--- src/rtl/ddr_pkg.sv ---
// Shared definitions for the simulated-DDR initiator.
// Contents: FSM state encodings, interface widths, nominal memory latencies,
// and the byte-address to word-index helper used for both request ports.
package ddr_pkg;

  typedef logic [1:0] state_t;

  localparam state_t ST_IDLE = 2'd0;
  localparam state_t ST_BUSY = 2'd1;
  localparam state_t ST_RESP = 2'd2;

  localparam int DDR_ADDR_W  = 19;
  localparam int DDR_BURST_W = 512;
  localparam int DDR_WORD_W  = 64;
  localparam int SINGLE_LAT  = 64;
  localparam int BURST_LAT   = 80;

  // Memory is indexed in 64-bit words; drop the byte offset and keep 19 bits.
  function automatic logic [DDR_ADDR_W-1:0] word_index(input logic [63:0] byte_addr,
                                                       input int lsb);
    logic [63:0] shifted;
    shifted = byte_addr >> lsb;
    return shifted[DDR_ADDR_W-1:0];
  endfunction

endpackage

--- src/rtl/ddr_rr_arb.sv ---
// Two-requester round-robin grant (fetch vs LSU).
// Ports:
//   clk, rst             clock, async active-high reset
//   open                 arbitration allowed this cycle
//   req_fetch, req_lsu   qualified requests
//   grant_fetch/lsu      one-hot (or zero) combinational grant
// rr_last records the last winner: 0 = fetch, 1 = LSU. On a tie the
// requester that did not win last time is granted.
module ddr_rr_arb (
  input  logic clk,
  input  logic rst,
  input  logic open,
  input  logic req_fetch,
  input  logic req_lsu,
  output logic grant_fetch,
  output logic grant_lsu
);

  logic rr_last;

  always_comb begin
    grant_fetch = 1'b0;
    grant_lsu   = 1'b0;
    if (open) begin
      if (req_fetch && req_lsu) begin
        grant_fetch = rr_last;
        grant_lsu   = ~rr_last;
      end else begin
        grant_fetch = req_fetch;
        grant_lsu   = req_lsu;
      end
    end
  end

  always_ff @(posedge clk or posedge rst) begin
    if (rst) begin
      rr_last <= 1'b0;
    end else if (grant_fetch) begin
      rr_last <= 1'b0;
    end else if (grant_lsu) begin
      rr_last <= 1'b1;
    end
  end

endmodule

--- src/rtl/ddr_arbiter.sv ---
// Initiator side of the simulated-DDR interface. Arbitrates between the
// frontend fetch port (512-bit burst read) and the LSU port (64-bit read or
// masked write), holds one transaction stable on the memory interface and
// returns single-cycle response pulses.
// Ports:
//   clk, rst                         clock, async active-high reset
//   fetch_req_* / fetch_flush        fetch request port and flush
//   fetch_resp_valid/data            fetch response (one-cycle pulse)
//   lsu_req_*                        LSU request port
//   lsu_resp_valid/data              LSU response (data 0 on write ack)
//   chip_enable .. sw_write_data     memory command outputs
//   fetch_burst_read_inst, lw_read_data, ddr_operation_done  memory returns
//   ddr_timeout_err                  sticky timeout flag
//
// state   | meaning
// IDLE    | no transaction, arbitration open
// BUSY    | command held on memory interface until ddr_operation_done
// RESP    | response pulse to owner; arbitration also open here
module ddr_arbiter
  import ddr_pkg::*;
#(
  parameter int TIMEOUT  = 255,
  parameter int ADDR_LSB = 3
) (
  input  logic                   clk,
  input  logic                   rst,
  input  logic                   fetch_req_valid,
  output logic                   fetch_req_ready,
  input  logic [63:0]            fetch_req_addr,
  input  logic                   fetch_flush,
  output logic                   fetch_resp_valid,
  output logic [DDR_BURST_W-1:0] fetch_resp_data,
  input  logic                   lsu_req_valid,
  output logic                   lsu_req_ready,
  input  logic                   lsu_req_we,
  input  logic [63:0]            lsu_req_addr,
  input  logic [DDR_WORD_W-1:0]  lsu_req_wdata,
  input  logic [DDR_WORD_W-1:0]  lsu_req_wmask,
  output logic                   lsu_resp_valid,
  output logic [DDR_WORD_W-1:0]  lsu_resp_data,
  output logic                   chip_enable,
  output logic                   write_enable,
  output logic                   burst_mode,
  output logic [DDR_ADDR_W-1:0]  address,
  output logic [DDR_WORD_W-1:0]  sw_write_mask,
  output logic [DDR_WORD_W-1:0]  sw_write_data,
  input  logic [DDR_BURST_W-1:0] fetch_burst_read_inst,
  input  logic [DDR_WORD_W-1:0]  lw_read_data,
  input  logic                   ddr_operation_done,
  output logic                   ddr_timeout_err
);

  localparam int           CNT_W   = $clog2(TIMEOUT + 1);
  localparam logic [CNT_W-1:0] TMO_MAX = CNT_W'(TIMEOUT);

  state_t           state;
  logic             owner_lsu;
  logic             flush_pending;
  logic [CNT_W-1:0] tmo_cnt;
  logic             arb_open;
  logic             grant_fetch;
  logic             grant_lsu;
  logic [63:0]      fetch_line;
  logic             unused_line_offset;

  // Fetch is always a whole 64-byte line.
  assign fetch_line         = {fetch_req_addr[63:6], 6'b0};
  assign unused_line_offset = ^fetch_req_addr[5:0];

  // RESP also arbitrates so a waiting request starts in the cycle after RESP.
  assign arb_open = (state == ST_IDLE) || (state == ST_RESP);

  ddr_rr_arb u_rr_arb (
    .clk         (clk),
    .rst         (rst),
    .open        (arb_open),
    .req_fetch   (fetch_req_valid & ~fetch_flush),
    .req_lsu     (lsu_req_valid),
    .grant_fetch (grant_fetch),
    .grant_lsu   (grant_lsu)
  );

  assign fetch_req_ready = grant_fetch;
  assign lsu_req_ready   = grant_lsu;

  // Dropping enable in the completion cycle keeps the memory from seeing a
  // second request while it returns to idle.
  assign chip_enable = (state == ST_BUSY) & ~ddr_operation_done;

  assign fetch_resp_valid = (state == ST_RESP) & ~owner_lsu & ~flush_pending & ~fetch_flush;
  assign lsu_resp_valid   = (state == ST_RESP) & owner_lsu;

  always_ff @(posedge clk or posedge rst) begin
    if (rst) begin
      state           <= ST_IDLE;
      owner_lsu       <= 1'b0;
      write_enable    <= 1'b0;
      burst_mode      <= 1'b0;
      address         <= '0;
      sw_write_mask   <= '0;
      sw_write_data   <= '0;
      flush_pending   <= 1'b0;
      tmo_cnt         <= '0;
      ddr_timeout_err <= 1'b0;
      fetch_resp_data <= '0;
      lsu_resp_data   <= '0;
    end else begin
      case (state)
        ST_IDLE, ST_RESP: begin
          flush_pending <= 1'b0;
          if (grant_fetch || grant_lsu) begin
            state         <= ST_BUSY;
            owner_lsu     <= grant_lsu;
            write_enable  <= grant_lsu & lsu_req_we;
            burst_mode    <= grant_fetch;
            address       <= grant_fetch ? word_index(fetch_line, ADDR_LSB)
                                         : word_index(lsu_req_addr, ADDR_LSB);
            sw_write_mask <= grant_lsu ? lsu_req_wmask : '0;
            sw_write_data <= grant_lsu ? lsu_req_wdata : '0;
            tmo_cnt       <= '0;
          end else begin
            state <= ST_IDLE;
          end
        end
        ST_BUSY: begin
          // The memory op is never aborted; a flush only hides its response.
          if (fetch_flush && !owner_lsu) begin
            flush_pending <= 1'b1;
          end
          if (ddr_operation_done) begin
            state <= ST_RESP;
            if (owner_lsu) begin
              lsu_resp_data <= write_enable ? '0 : lw_read_data;
            end else begin
              fetch_resp_data <= fetch_burst_read_inst;
            end
          end else if (tmo_cnt != TMO_MAX) begin
            tmo_cnt <= tmo_cnt + CNT_W'(1);
            if (tmo_cnt == TMO_MAX - CNT_W'(1)) begin
              ddr_timeout_err <= 1'b1;
            end
          end
        end
        default: state <= ST_IDLE;
      endcase
    end
  end

endmodule

--- config.mk ---
export PLATFORM = sky130hd
export DESIGN_NAME = ddr_arbiter
export DESIGN_NICKNAME = d
export VERILOG_FILES = /design/src/rtl/ddr_pkg.sv /design/src/rtl/ddr_rr_arb.sv /design/src/rtl/ddr_arbiter.sv
export SDC_FILE = /design/constraint.sdc
export NUM_CORES = 1
export LEC_CHECK = 0
export ABC_AREA = 1
export BUFFER_PORTS_ARGS = -buffer_cell sky130_fd_sc_hd__buf_2
export CORE_AREA = 2 2 617 619
export CTS_CLUSTER_DIAMETER = 30
export DETAILED_ROUTE_END_ITERATION = 12
export DIE_AREA = 0 0 619 621
export REMOVE_ABC_BUFFERS = 1
export SETUP_SLACK_MARGIN = 0.1
export SYNTH_ARGS = -nofsm -noshare
export SYNTH_HDL_FRONTEND = slang
export SYNTH_HIERARCHICAL = 1
export SYNTH_SLANG_ARGS = --single-unit
--- constraint.sdc ---
create_clock -name clk -period 22.1 [get_ports clk]
set_input_delay 1.105 -clock clk [delete_from_list [all_inputs] [get_ports clk]]
set_output_delay 1.105 -clock clk [all_outputs]
set_load 0.1 [all_outputs]
==> flow_metrics.env <==
export IMPL_min_path_type="input pin to flop"
export IMPL_ios=1570
export IMPL_rsz0062_at_grt="no"
export IMPL_synthSimpleGateAreaFrac_pct=25.32
export IMPL_drc=0
export IMPL_start_util_pct=7.612
export IMPL_setup_worst_path_class="flop to flop"
export IMPL_hold_violations=0
export IMPL_io_buffers=1476
export IMPL_syn_inst=3002
export IMPL_grt_pass1_vias=29190
export IMPL_synth_seq_cells=739
export IMPL_max_freq_mhz=199.2
export IMPL_worst_endpoint_required_ns=22.84
export IMPL_status="finished, final reports clean"
export IMPL_synth_compound_area_share_pct=5.596
export IMPL_startpoint_type="flop"
export IMPL_synth_top_family_by_area="simple AND/OR/NAND/NOR gates"
export IMPL_fin_nets=5400
export IMPL_die_x_um=619
export IMPL_most_common_layout_cells="1476 x buf_2, 1098 x nand2_1, 739 x dfrtp_1, 590 x nand3_1, 270 x clkbuf_16"
export IMPL_setup_viol=0
export IMPL_vias=30138
export IMPL_core_area_mm2=0.3778
export IMPL_post_route_period_util_pct=22.72
export IMPL_crit_fanout=85
export IMPL_postCtsSetupBuffers=0
export IMPL_mostFrequentLayoutCell="buf_2"
export IMPL_tightest_slew_ns=1.096
export IMPL_synthMuxAreaShare_pct=0
export IMPL_reg2reg_depth=11
export IMPL_clock_latency_ns=0.88
export IMPL_reg2reg_from="state[1]$_DFFE_PP0N_"
export IMPL_wl_per_cell_um=26.91
export IMPL_hold_end="sw_write_data[51]$_DFFE_PP0P_"
export IMPL_tns_ns=0
export IMPL_track_usage_pct=13.22
export IMPL_gr_total_overflow=0
export IMPL_cts_buffer_depth=4
export IMPL_synth_seq_area_share_pct=64.31
export IMPL_rrSetupSlack_ns=17.08
export IMPL_drtIter0Drc=1957
export IMPL_viasPerCell=3.066
export IMPL_area_growth_pct=77.28
export IMPL_die_area_mm2=0.3844
export IMPL_ys_types=24
export IMPL_ys_warn_count=6
export IMPL_hpwl_um=220200
export IMPL_gp_congestion=0.9506
export IMPL_synthAdderAreaFrac_pct=0.08702
export IMPL_cts_sinks=739
export IMPL_reg2reg_to="fetch_resp_data[46]$_DFFE_PP0P_"
export IMPL_cap_violations=0
export IMPL_cts_root_buf="clkbuf_16"
export IMPL_holdPathStages=2
export IMPL_skew_ns=0.08999
export IMPL_synth_xor_area_share_pct=0
export IMPL_cp_arrival_ns=5.76
export IMPL_maxSlewViolCount=0
export IMPL_die_h_um=621
export IMPL_end_kind="flop"
export IMPL_drt_first_pass_iters=6
export IMPL_cts_tree="done"
export IMPL_fillers=43323
export IMPL_grt_max_degree=172
export IMPL_holdCritStartpoint="lsu_req_wdata[51]"
export IMPL_cts_made_buffers=268
export IMPL_ant_nets=0
export IMPL_avgSynthCellArea_um2=9.579
export IMPL_synth_cell_area_mm2=0.02876
export IMPL_antenna_found_initial=319
export IMPL_row_count=226
export IMPL_wl_um=264500
export IMPL_htree_levels=5
export IMPL_fin_crit_ns=5.021
export IMPL_drive_gt1_share_pct=41.26
export IMPL_grt_first_pass_wirelength_um=326000
export IMPL_clk_pin_slew_worst_paths_ns=0.04
export IMPL_max_slew_margin_rel_pct=26.91
-- metrics by stage --
step	utilization [%]	area, um^2	std cells	worst slack (ns)	hold slack (ns)
global placement	11.04	41720	9304	16.45	0.4492
floorplan	-	27720	2776	0.2874	0.4675
global route	13.48	50930	9810	16.74	0.3725
finish	13.49	50980	9830	17.08	0.4469
CTS	13.46	50840	9774	17.00	0.3341
detailed placement	11.04	41720	9304	16.44	0.4528
-- critical path: stages (launching register included) --
cell and delay (ns):
dfrtp_1 0.39, inv_2 0.05, nand2_2 0.15, nor2_4 0.08, nor2_4 0.07, buf_4 0.54, buf_4 0.75, buf_4 0.75
buf_4 0.71, buf_4 0.82, nand3_1 0.18, nand2_1 0.12
-- cell type report --
class,instances,area (um^2),share of cell area (%)
Sequential cell,739,18490,36.28
Multi-Input combinational cell,1954,8934,17.52
Clock buffer,359,7631,14.97
Antenna cell,56,140.1,0.2749
Tap cell,5016,6276,12.31
Clock inverter,110,1475,2.894
Inverter,83,336.6,0.6602
Timing Repair Buffer,1513,7692,15.09
-- synth_stat cells, drive strengths merged --
library cell | n | area share, %
nand2 | 1103 | 14
dfrtp | 739 | 64
nand3 | 590 | 10
buf | 165 | 2.8
a22o | 128 | 3.9
inv | 81 | 1.1
o21ai | 73 | 1.3
clkbuf | 61 | 0.80
nor2 | 33 | 0.48
a31oi | 16 | 0.35
clkinv | 2 | 0.026
ha | 2 | 0.087
nand4 | 2 | 0.044
nor3 | 2 | 0.035
a21oi | 1 | 0.017
a32o | 1 | 0.035
nand3b | 1 | 0.026
nor4 | 1 | 0.022
o21bai | 1 | 0.026
-- state kept, by name (all words and copies together) (netlist names), 2 cells and up --
register / count
sw_write_data: 64
sw_write_mask: 64
fetch_resp_data: 512
tmo_cnt: 8
state: 2
address: 19
lsu_resp_data: 64
-- routing by layer --
metal  GRT usage [%]  wire (um)  vias up
met5               0        718        -
met1           12.67      87960    14241
li1                -          -    13183
met3           8.304      36590      861
met2           22.24     123800     1743
met4           6.009      15460      110
-- worst max-delay path by stage --
| stage | slack, ns | start | endpoint | depth (start not counted) |
|---|---|---|---|---|
| detailed placement | 16.44 | ddr_operation_done | fetch_resp_data[46]$_DFFE_PP0P_ | 10 |
| CTS | 17.00 | state[1]$_DFFE_PP0N_ | fetch_resp_data[46]$_DFFE_PP0P_ | 11 |
| floorplan | 0.29 | rst | address[0]$_DFFE_PP0P_ | 1 |
| global placement | 16.45 | ddr_operation_done | fetch_resp_data[494]$_DFFE_PP0P_ | 10 |
| finish | 17.08 | state[1]$_DFFE_PP0N_ | fetch_resp_data[46]$_DFFE_PP0P_ | 11 |
| global route | 16.74 | state[1]$_DFFE_PP0N_ | fetch_resp_data[46]$_DFFE_PP0P_ | 11 |
-- cells by family after synthesis --
group / count (synthesis)
buffers and inverters: 309
AND/OR/NAND/NOR: 1732
flip-flops: 739
adder cells (fa/ha/maj): 2
AO/OA/AOI/OAI: 220
-- timing repair --
item	CTS	global route
gates resized for setup	0	0
hold buffers	1	0
hold endpoints to repair	1	0
Power is left out: the tool's default activity adds up to more than one toggle a clock period on the data nets, which glitch-free logic cannot reach.
